File: src/rtl/pc_sequencer.sv
// -----------------------------------------------------------------------------
// pc_sequencer
//   Program-counter controller for the single-cycle core. It owns the PC and
//   sequences fetch for up to three resident programs. A Start pulse launches
//   a program at its base address. A taken conditional branch loads the target
//   that the branch-target LUT returns. Stall, halt and PC overflow are handled
//   here.
//
//   Optional feature: define PC_SEQ_CYCLE_CNT_EN to add the CycleCnt and
//   TakenCnt saturating performance counters.
//
// Ports
//   clk_i           system clock, rising edge
//   rst_i           asynchronous, active-high reset
//   start_i         launch request, honoured only in IDLE/HALT
//   prog_sel_i      program select at start (0..2 valid, 3 illegal)
//   stall_i         hold the PC this cycle
//   branch_en_i     current instruction is a conditional branch
//   branch_cond_i   branch condition flag from the ALU
//   branch_idx_i    LUT index field of the branch instruction
//   halt_i          current instruction is halt
//   lut_addr_o      index to the target LUT (combinational copy of branch_idx_i)
//   lut_target_i    target returned by the LUT in the same cycle
//   pc_o            registered program counter
//   busy_o          high while in RUN
//   done_o          high while in HALT
//   fault_o         sticky error flag (illegal select or PC overflow)
//   branch_taken_o  registered one-cycle pulse after a taken branch
//   cycle_cnt_o     (PC_SEQ_CYCLE_CNT_EN) number of RUN cycles, saturating
//   taken_cnt_o     (PC_SEQ_CYCLE_CNT_EN) number of taken branches, saturating
// -----------------------------------------------------------------------------
module pc_sequencer #(
    parameter int PC_W    = 12,
    parameter int IDX_W   = 4,
    parameter int P0_BASE = 0,
    parameter int P1_BASE = 150,
    parameter int P2_BASE = 620
) (
    input  logic             clk_i,
    input  logic             rst_i,
    input  logic             start_i,
    input  logic [1:0]       prog_sel_i,
    input  logic             stall_i,
    input  logic             branch_en_i,
    input  logic             branch_cond_i,
    input  logic [IDX_W-1:0] branch_idx_i,
    input  logic             halt_i,
    output logic [IDX_W-1:0] lut_addr_o,
    input  logic [PC_W-1:0]  lut_target_i,
    output logic [PC_W-1:0]  pc_o,
    output logic             busy_o,
    output logic             done_o,
    output logic             fault_o,
`ifdef PC_SEQ_CYCLE_CNT_EN
    output logic [15:0]      cycle_cnt_o,
    output logic [15:0]      taken_cnt_o,
`endif
    output logic             branch_taken_o
);

    localparam logic [1:0] ST_IDLE = 2'd0;
    localparam logic [1:0] ST_RUN  = 2'd1;
    localparam logic [1:0] ST_HALT = 2'd2;

    localparam logic [PC_W-1:0] PC_MAX = '1;

    logic [1:0]      state_q, state_d;
    logic [PC_W-1:0] pc_q, pc_d;
    logic            fault_q, fault_d;
    logic            taken_q, taken_d;

    // Decode events once so the optional counters share the FSM's view of them.
    logic valid_start;
    logic take_branch;

    assign lut_addr_o = branch_idx_i;

    // NOTE: every next-state signal gets a default at the top of the block, so
    // no path can leave one unassigned and infer a latch.
    always_comb begin
        state_d     = state_q;
        pc_d        = pc_q;
        fault_d     = fault_q;
        taken_d     = 1'b0;
        valid_start = 1'b0;
        take_branch = 1'b0;

        case (state_q)
            ST_IDLE, ST_HALT: begin
                if (start_i) begin
                    if (prog_sel_i == 2'd3) begin
                        fault_d = 1'b1;
                    end else begin
                        valid_start = 1'b1;
                        fault_d     = 1'b0;
                        state_d     = ST_RUN;
                        case (prog_sel_i)
                            2'd0:    pc_d = PC_W'(P0_BASE);
                            2'd1:    pc_d = PC_W'(P1_BASE);
                            default: pc_d = PC_W'(P2_BASE);
                        endcase
                    end
                end
            end
            ST_RUN: begin
                // The rules are tested in priority order: stall, halt, taken
                // branch, then increment.
                if (stall_i) begin
                    pc_d = pc_q;
                end else if (halt_i) begin
                    state_d = ST_HALT;
                end else if (branch_en_i && branch_cond_i) begin
                    take_branch = 1'b1;
                    pc_d        = lut_target_i;
                    taken_d     = 1'b1;
                end else if (pc_q == PC_MAX) begin
                    // Overflow does not wrap to 0. The PC parks at the top and
                    // the sequencer halts with a fault.
                    fault_d = 1'b1;
                    state_d = ST_HALT;
                end else begin
                    pc_d = pc_q + 1'b1;
                end
            end
            default: state_d = ST_IDLE;
        endcase
    end

    // NOTE: sequential state is updated with non-blocking assignments only, so
    // every register samples the values from before the clock edge.
    always_ff @(posedge clk_i or posedge rst_i) begin
        if (rst_i) begin
            state_q <= ST_IDLE;
            pc_q    <= '0;
            fault_q <= 1'b0;
            taken_q <= 1'b0;
        end else begin
            state_q <= state_d;
            pc_q    <= pc_d;
            fault_q <= fault_d;
            taken_q <= taken_d;
        end
    end

    assign pc_o           = pc_q;
    assign busy_o         = (state_q == ST_RUN);
    assign done_o         = (state_q == ST_HALT);
    assign fault_o        = fault_q;
    assign branch_taken_o = taken_q;

`ifdef PC_SEQ_CYCLE_CNT_EN
    logic [15:0] cycle_cnt_q, cycle_cnt_d;
    logic [15:0] taken_cnt_q, taken_cnt_d;

    always_comb begin
        cycle_cnt_d = cycle_cnt_q;
        taken_cnt_d = taken_cnt_q;
        if (valid_start) begin
            cycle_cnt_d = '0;
            taken_cnt_d = '0;
        end else if (state_q == ST_RUN) begin
            // Stall cycles count as RUN cycles.
            if (cycle_cnt_q != 16'hFFFF) cycle_cnt_d = cycle_cnt_q + 16'd1;
            if (take_branch && taken_cnt_q != 16'hFFFF) taken_cnt_d = taken_cnt_q + 16'd1;
        end
    end

    always_ff @(posedge clk_i or posedge rst_i) begin
        if (rst_i) begin
            cycle_cnt_q <= '0;
            taken_cnt_q <= '0;
        end else begin
            cycle_cnt_q <= cycle_cnt_d;
            taken_cnt_q <= taken_cnt_d;
        end
    end

    assign cycle_cnt_o = cycle_cnt_q;
    assign taken_cnt_o = taken_cnt_q;
`else
    // Without the counters these decodes have no consumer.
    logic unused_events;
    assign unused_events = valid_start ^ take_branch;
`endif

endmodule

File: config.mk
export PLATFORM = sky130hd
export DESIGN_NAME = pc_sequencer
export DESIGN_NICKNAME = d
export VERILOG_FILES = /design/src/rtl/pc_sequencer.sv
export SDC_FILE = /design/constraint.sdc
export NUM_CORES = 1
export LEC_CHECK = 0
export BUFFER_PORTS_ARGS = -buffer_cell sky130_fd_sc_hd__buf_4
export CAP_MARGIN = 20
export CORE_MARGIN = 1
export CORE_UTILIZATION = 49
export CTS_BUF_LIST = sky130_fd_sc_hd__clkbuf_8
export DETAILED_ROUTE_END_ITERATION = 7
export GPL_TIMING_DRIVEN = 0
export PLACE_DENSITY = 0.9
export SLEW_MARGIN = 20
export SYNTH_ARGS = -nofsm -noshare
export SYNTH_HDL_FRONTEND = slang
export SYNTH_SLANG_ARGS = --single-unit
File: constraint.sdc
create_clock -name clk_i -period 2.32 [get_ports clk_i]
set_input_delay 0.348 -clock clk_i [delete_from_list [all_inputs] [get_ports clk_i]]
set_output_delay 0.348 -clock clk_i [all_outputs]
set_load 0.05 [all_outputs]
==> results.md, run 1 <==
- Syn_nets: 151
- PnR worst setup slack: 112 ps
- Maximum vdd drop: 1.02 mV
- Cell count of the worst reg-to-reg path: 7
- Post-synth ARST share: 100%
- Slew @ Worst Pin: 615 ps
- Antenna-violating nets left: 0
- DR vias: 1226
- FF-to-FF End: pc_o[7]
- Critical path required time: 2460 ps
- Avg Inst Size Synth: 8.84 um2
- PortBufs: 40
- Diode count: 0
- WL final: 3210 um
- Post-synthesis simple-gate area fraction: 23.9%
- CTS Hold Bufs: 0
- Main combinational cell family by area after synthesis: compound AO/OA/AOI/OAI gates
- Largest net degree at the start of global routing: 17
- Final Hold Fails: 0
- Mux cell area share after synthesis: 5.78%
- Share of layout cells above drive strength 1: 39.5%
- Final period util: 95.2%
- Final nets: 199
- Routed len/inst: 16.1 um
- Largest stage delay on the critical path: 400 ps
- Critical R2R Launch: pc_o[1]
- Buffers plus inverters on the worst setup path: 1
- Vias per cell: 6.16
- DIE HEIGHT: 49.5 um
- Area of the mapped netlist: 0.00110 mm2
- Die area: 0.00245 mm2
- Max Clock Skew: 6.20 ps
- Status: finished, violations left
- Detail Placement HPWL: 2180 um
- # rows: 16
- CP max-delay cell: dfrtp_1
- Post-synth EDFFs: 0
- Leading area contributor after synthesis: dfrtp_1
- First-pass DRT Iterations: 6
- Startpoint types: flip-flop
- Hold/Removal Path Class: in -> async
- GRT Util Overall: 28.5%
- CTS tree: built
- Finished Layout Cells: 199
- Core footprint: 0.00204 mm2
- Minimum clock period: 2210 ps
- CTS Root Cell: clkbuf_8
- Crit path arrival time: 2340 ps
- Top cells by area, synth: dfrtp_1 (36%), o21ai_0 (7.2%), o31ai_1 (5.4%)
- Dominant synthesized flop cell: dfrtp_1
- Adder-Cell Fraction of Synth Area: 1.13%
- Post-synth top area share: 36.2%
- CP max FO: 10
- Max_cap viols: 0
- CTS buffer count: 3
- Pre-CTS WS: 99.9 ps
- Clk slew on worst S/H paths: 70 ps
- Fmax achieved: 453 MHz
- CP Class: reg -> reg
- Critical path cell sequence: ha_1, and4_2, nand3_2, nor3_4, or2_4, buf_6, mux2_4
- PwrDens: 1330 mW/mm2
- Cells after DPL: 192
- Initial antenna violation count: 0
- Final setup fails: 0
- Post-Syn Instances: 125
- Clk buf depth: 2
- Vias in the first global route: 1193
- Slew HR: 59.0%
- DRC: 2
- Failing checks: DRC
- P_leak: 0.709 nW
- First-pass GRT wire length: 5290 um
- Gp weighted congestion: 0.832
- Layout area overhead: 37.5%
- FF+latch count, synth: 16
- Share of the yosys chip area belonging to registers: 36.2%
- Clk_lat worst skew: 250 ps
- Initial DRC count: 80
- Final Max Tran Viols: 0
- Commonest cells post-synth: dfrtp_1 (16), o21ai_0 (16), nand2_1 (11)
- Crit path capture type: flip-flop
- Ports: 45
- Clock Sinks: 16
- DIE WIDTH: 49.5 um
- Post-layout util: 74.4%
- Synth Area in Compound Gates: 25.1%
- Yosys cell types: 36
- Xor/xnor share of the synthesized area: 1.59%
- Initial Utilization: 54.1%
- Grt total ovfl: 0
- Delay-heaviest family, CP: simple AND/OR/NAND/NOR gates
- Warnings, synthesis: 0
- R2R Setup Slk: 110 ps
- Tot Pwr: 2.02 mW
- CTS H-tree depth: 1
==> worst max-delay path by stage <==
stage	from	end	slack, ps	cells past startpoint
detailed placement	pc_o[1]	pc_o[7]	100	7
floorplan	pc_o[1]	pc_o[0]	7	7
CTS	pc_o[1]	pc_o[7]	80	7
finish	pc_o[1]	pc_o[7]	110	7
global placement	pc_o[0]	pc_o[0]	170	7
global route	pc_o[1]	pc_o[7]	-4	7
==> flip-flops by register name, summed over array words and instances (netlist names) <==
signal / flops
state_q: 2
fault_o: 1
branch_taken_o: 1
pc_o: 12
==> per-layer routing <==
layer / vias up / wire, um / track usage (%)
li1: 565 / - / -
met1: 566 / 1260 / 36.1
met2: 85 / 1590 / 47.5
met3: 10 / 301 / 4.94
met4: 0 / 57 / 12.9
met5: - / 0 / 0
==> final cells by class <==
| class | count | area [um2] |
|---|---|---|
| Fill cell | 161 | 523 |
| Inverter | 2 | 7.51 |
| Multi-Input combinational cell | 98 | 637 |
| Sequential cell | 16 | 402 |
| Buffer | 9 | 61.3 |
| Clock buffer | 4 | 55.1 |
| Timing Repair Buffer | 43 | 323 |
| Tap cell | 27 | 33.8 |
==> stage by stage <==
| stage | setup TNS, ps | instance area, um2 | hold WS [ps] |
|---|---|---|---|
| after floorplan | 0 | 1110 | 262 |
| after global placement | 0 | 1440 | 447 |
| after detailed placement | 0 | 1440 | 471 |
| after CTS | 0 | 1500 | 198 |
| after global routing | -3.90 | 1520 | 229 |
| final | 0 | 1520 | 168 |
==> report_power, final <==
part	switching, mW	leakage [nW]	internal [mW]
combinational	0.783	0.476	0.425
sequential	0.167	0.205	0.391
clock	0.103	0.0288	0.151
==> placed cells by master, fill, tap and decap left out, types with 3 or more instances in the layout <==
cell type	n
nand3_1	4
nand2b_1	4
o31ai_1	8
clkbuf_8	4
mux2_2	3
nor3_1	4
nor2_1	7
o21ai_0	16
buf_4	47
nand2_1	11
buf_2	4
and3_1	3
nor4_1	3
a221oi_1	3
a21oi_1	9
dfrtp_1	15
==> kinds of logic after synthesis <==
kind of cell / Yosys count
and+or+nand+nor: 46
xor gates and xnor gates: 2
buffers and inverters: 11
muxes: 5
DFF: 16
AOI/OAI and AO/OA: 44
adders and majority gates: 1
==> repair_timing <==
action                     CTS  global route
setup endpoints to repair    0             2
setup buffers                0             3
gates resized for setup      0             1
(Power assumes the default switching activity.)
==> run 2, diff against run 1 <==
--- a/config.mk
+++ b/config.mk
@@ -5,7 +5,7 @@
 export SDC_FILE = /design/constraint.sdc
 export NUM_CORES = 1
 export LEC_CHECK = 0
-export BUFFER_PORTS_ARGS = -buffer_cell sky130_fd_sc_hd__buf_4
+export BUFFER_PORTS_ARGS = -buffer_cell sky130_fd_sc_hd__clkbuf_2
 export CAP_MARGIN = 20
 export CORE_MARGIN = 1
 export CORE_UTILIZATION = 49
@@ -13,6 +13,7 @@
 export DETAILED_ROUTE_END_ITERATION = 7
 export GPL_TIMING_DRIVEN = 0
 export PLACE_DENSITY = 0.9
+export RECOVER_POWER = 100
 export SLEW_MARGIN = 20
 export SYNTH_ARGS = -nofsm -noshare
 export SYNTH_HDL_FRONTEND = slang
==> results.md, run 2 (synthesis gave the netlist of run 1 again) <==
- Clk buf depth: 2
- WL final: 3010 um
- Diode count: 0
- CTS buffer count: 3
- DRC: 0
- CTS tree: built
- CP max FO: 10
- Final setup TNS: 0 ps
- CTS Hold Bufs: 0
- Clock Sinks: 16
- Share of layout cells above drive strength 1: 25.9%
- Core footprint: 0.00204 mm2
- CP Class: reg -> reg
- Maximum vdd drop: 0.790 mV
- Initial antenna violation count: 0
- Number of flip-flops in the largest register: 12
- Largest stage delay on the critical path: 400 ps
- DR vias: 1224
- CP max-delay cell: dfrtp_1
- CTS Root Cell: clkbuf_8
- Final Hold Fails: 0
- Clk slew on worst S/H paths: 60 ps
- Ports: 45
- Layout area overhead: 24.6%
- Startpoint types: flip-flop
- GRT Util Overall: 27.1%
- Vias in the first global route: 1261
- DIE WIDTH: 49.5 um
- Commonest cells after routing, fill and taps aside: clkbuf_1 (21), clkbuf_2 (20), o21ai_0 (16)
- Critical path required time: 2450 ps
- Final period util: 92.3%
- First-pass DRT Iterations: 5
- PortBufs: 40
- Gp weighted congestion: 0.857
- Most common cell after layout, fill and taps aside: clkbuf_1
- Hold/Removal Path Class: in -> async
- Crit path arrival time: 2270 ps
- Post-layout util: 67.4%
- DIE HEIGHT: 49.5 um
- Minimum clock period: 2140 ps
- Final Max Tran Viols: 0
- Final setup fails: 0
- Reg area: 402 um2
- Vias per cell: 6.21
- P_leak: 0.605 nW
- Slew HR: 59.2%
- Crit path capture type: flip-flop
- Max_cap viols: 0
- Die area: 0.00245 mm2
- Grt total ovfl: 0
- First-pass GRT wire length: 5210 um
- Slew @ Worst Pin: 612 ps
- Multi-input logic area: 636 um2
- Critical path cell sequence: ha_1, and4_1, nand3_2, nor3_4, or2_4, buf_6, mux2_4
- Final nets: 197
- Fill cells: 167
- # rows: 16
- Antenna-violating nets left: 0
- CTS H-tree depth: 1
- Max Clock Skew: 1.50 ps
- Clk_lat worst skew: 250 ps
- Fmax achieved: 467 MHz
- Initial Utilization: 54.1%
- Status: completed
- PwrDens: 1380 mW/mm2
- Largest net degree at the start of global routing: 17
- Routed len/inst: 15.3 um
- Initial DRC count: 60
- Detail Placement HPWL: 2200 um
- RSZ-0062 raised after global routing: false
[run 2: cell types whose count changed in the layout (fill, tap and decap cells not counted)]
cell / delta
clkbuf_2: +20
buf_2: -1
buf_4: -42
and4_1: +1
clkbuf_1: +21
and4_2: -1
[run 2: cell type report]
cell class	instances	area share, %
Clock buffer	4	4.00
Buffer	9	4.36
Multi-Input combinational cell	98	46.2
Tap cell	27	2.45
Inverter	2	0.545
Sequential cell	16	29.2
Timing Repair Buffer	41	13.3
[run 2: repair_timing]
item                                    4_1_cts  5_1_grt
endpoints found under the setup margin        0        2
setup buffers                                 0        1
gates resized for setup                       0        0
[run 2: path summary, 6_finish.rpt]
| kind | start | to | slack [ps] | cells after the start |
|---|---|---|---|---|
| min in group clk_i | stall_i | branch_taken_o | 330 | 2 |
| max | pc_o[1] | pc_o[7] | 180 | 7 |
| max reg2reg | pc_o[1] | pc_o[7] | 180 | 7 |
| max in group asynchronous | rst_i | pc_o[0] | 1750 | 2 |
| min reg2reg | pc_o[8] | pc_o[8] | 570 | 2 |
| min | rst_i | pc_o[1] | 140 | 2 |
[run 2: per-layer routing]
layer / wire (um) / share of wire (%) / GRT usage (%) / vias up
li1: - / - / - / 566
met1: 1230 / 41 / 33.2 / 569
met2: 1470 / 49 / 46.8 / 79
met3: 256 / 8.5 / 3.09 / 10
met4: 59 / 2.0 / 13.3 / 0
met5: 0 / 0 / 0 / -
[run 2: critical path: cells and delay by family, from the launching register on]
kind,cells,cell delay [ps]
fa+ha+maj,1,220
flops,1,400
buf+inv,1,140
simple gates,4,970
mux,1,300
[run 2: through the flow]
stage,area (um2),worst slack [ps],power (mW),std cells,hold WS (ps)
after detailed placement,1340,120,1.66,192,435
after CTS,1400,95.3,1.91,196,169
after floorplan,1110,6.83,1.39,125,262
after global placement,1340,175,1.62,192,420
final,1380,179,1.89,197,144
after global routing,1380,34.6,2.01,197,218
[run 2: report_power, final]
group	internal [mW]	total [mW]	leakage, nW	switching, mW
sequential	0.391	0.556	0.205	0.165
combinational	0.317	1.09	0.372	0.775
clock	0.150	0.246	0.0288	0.0955
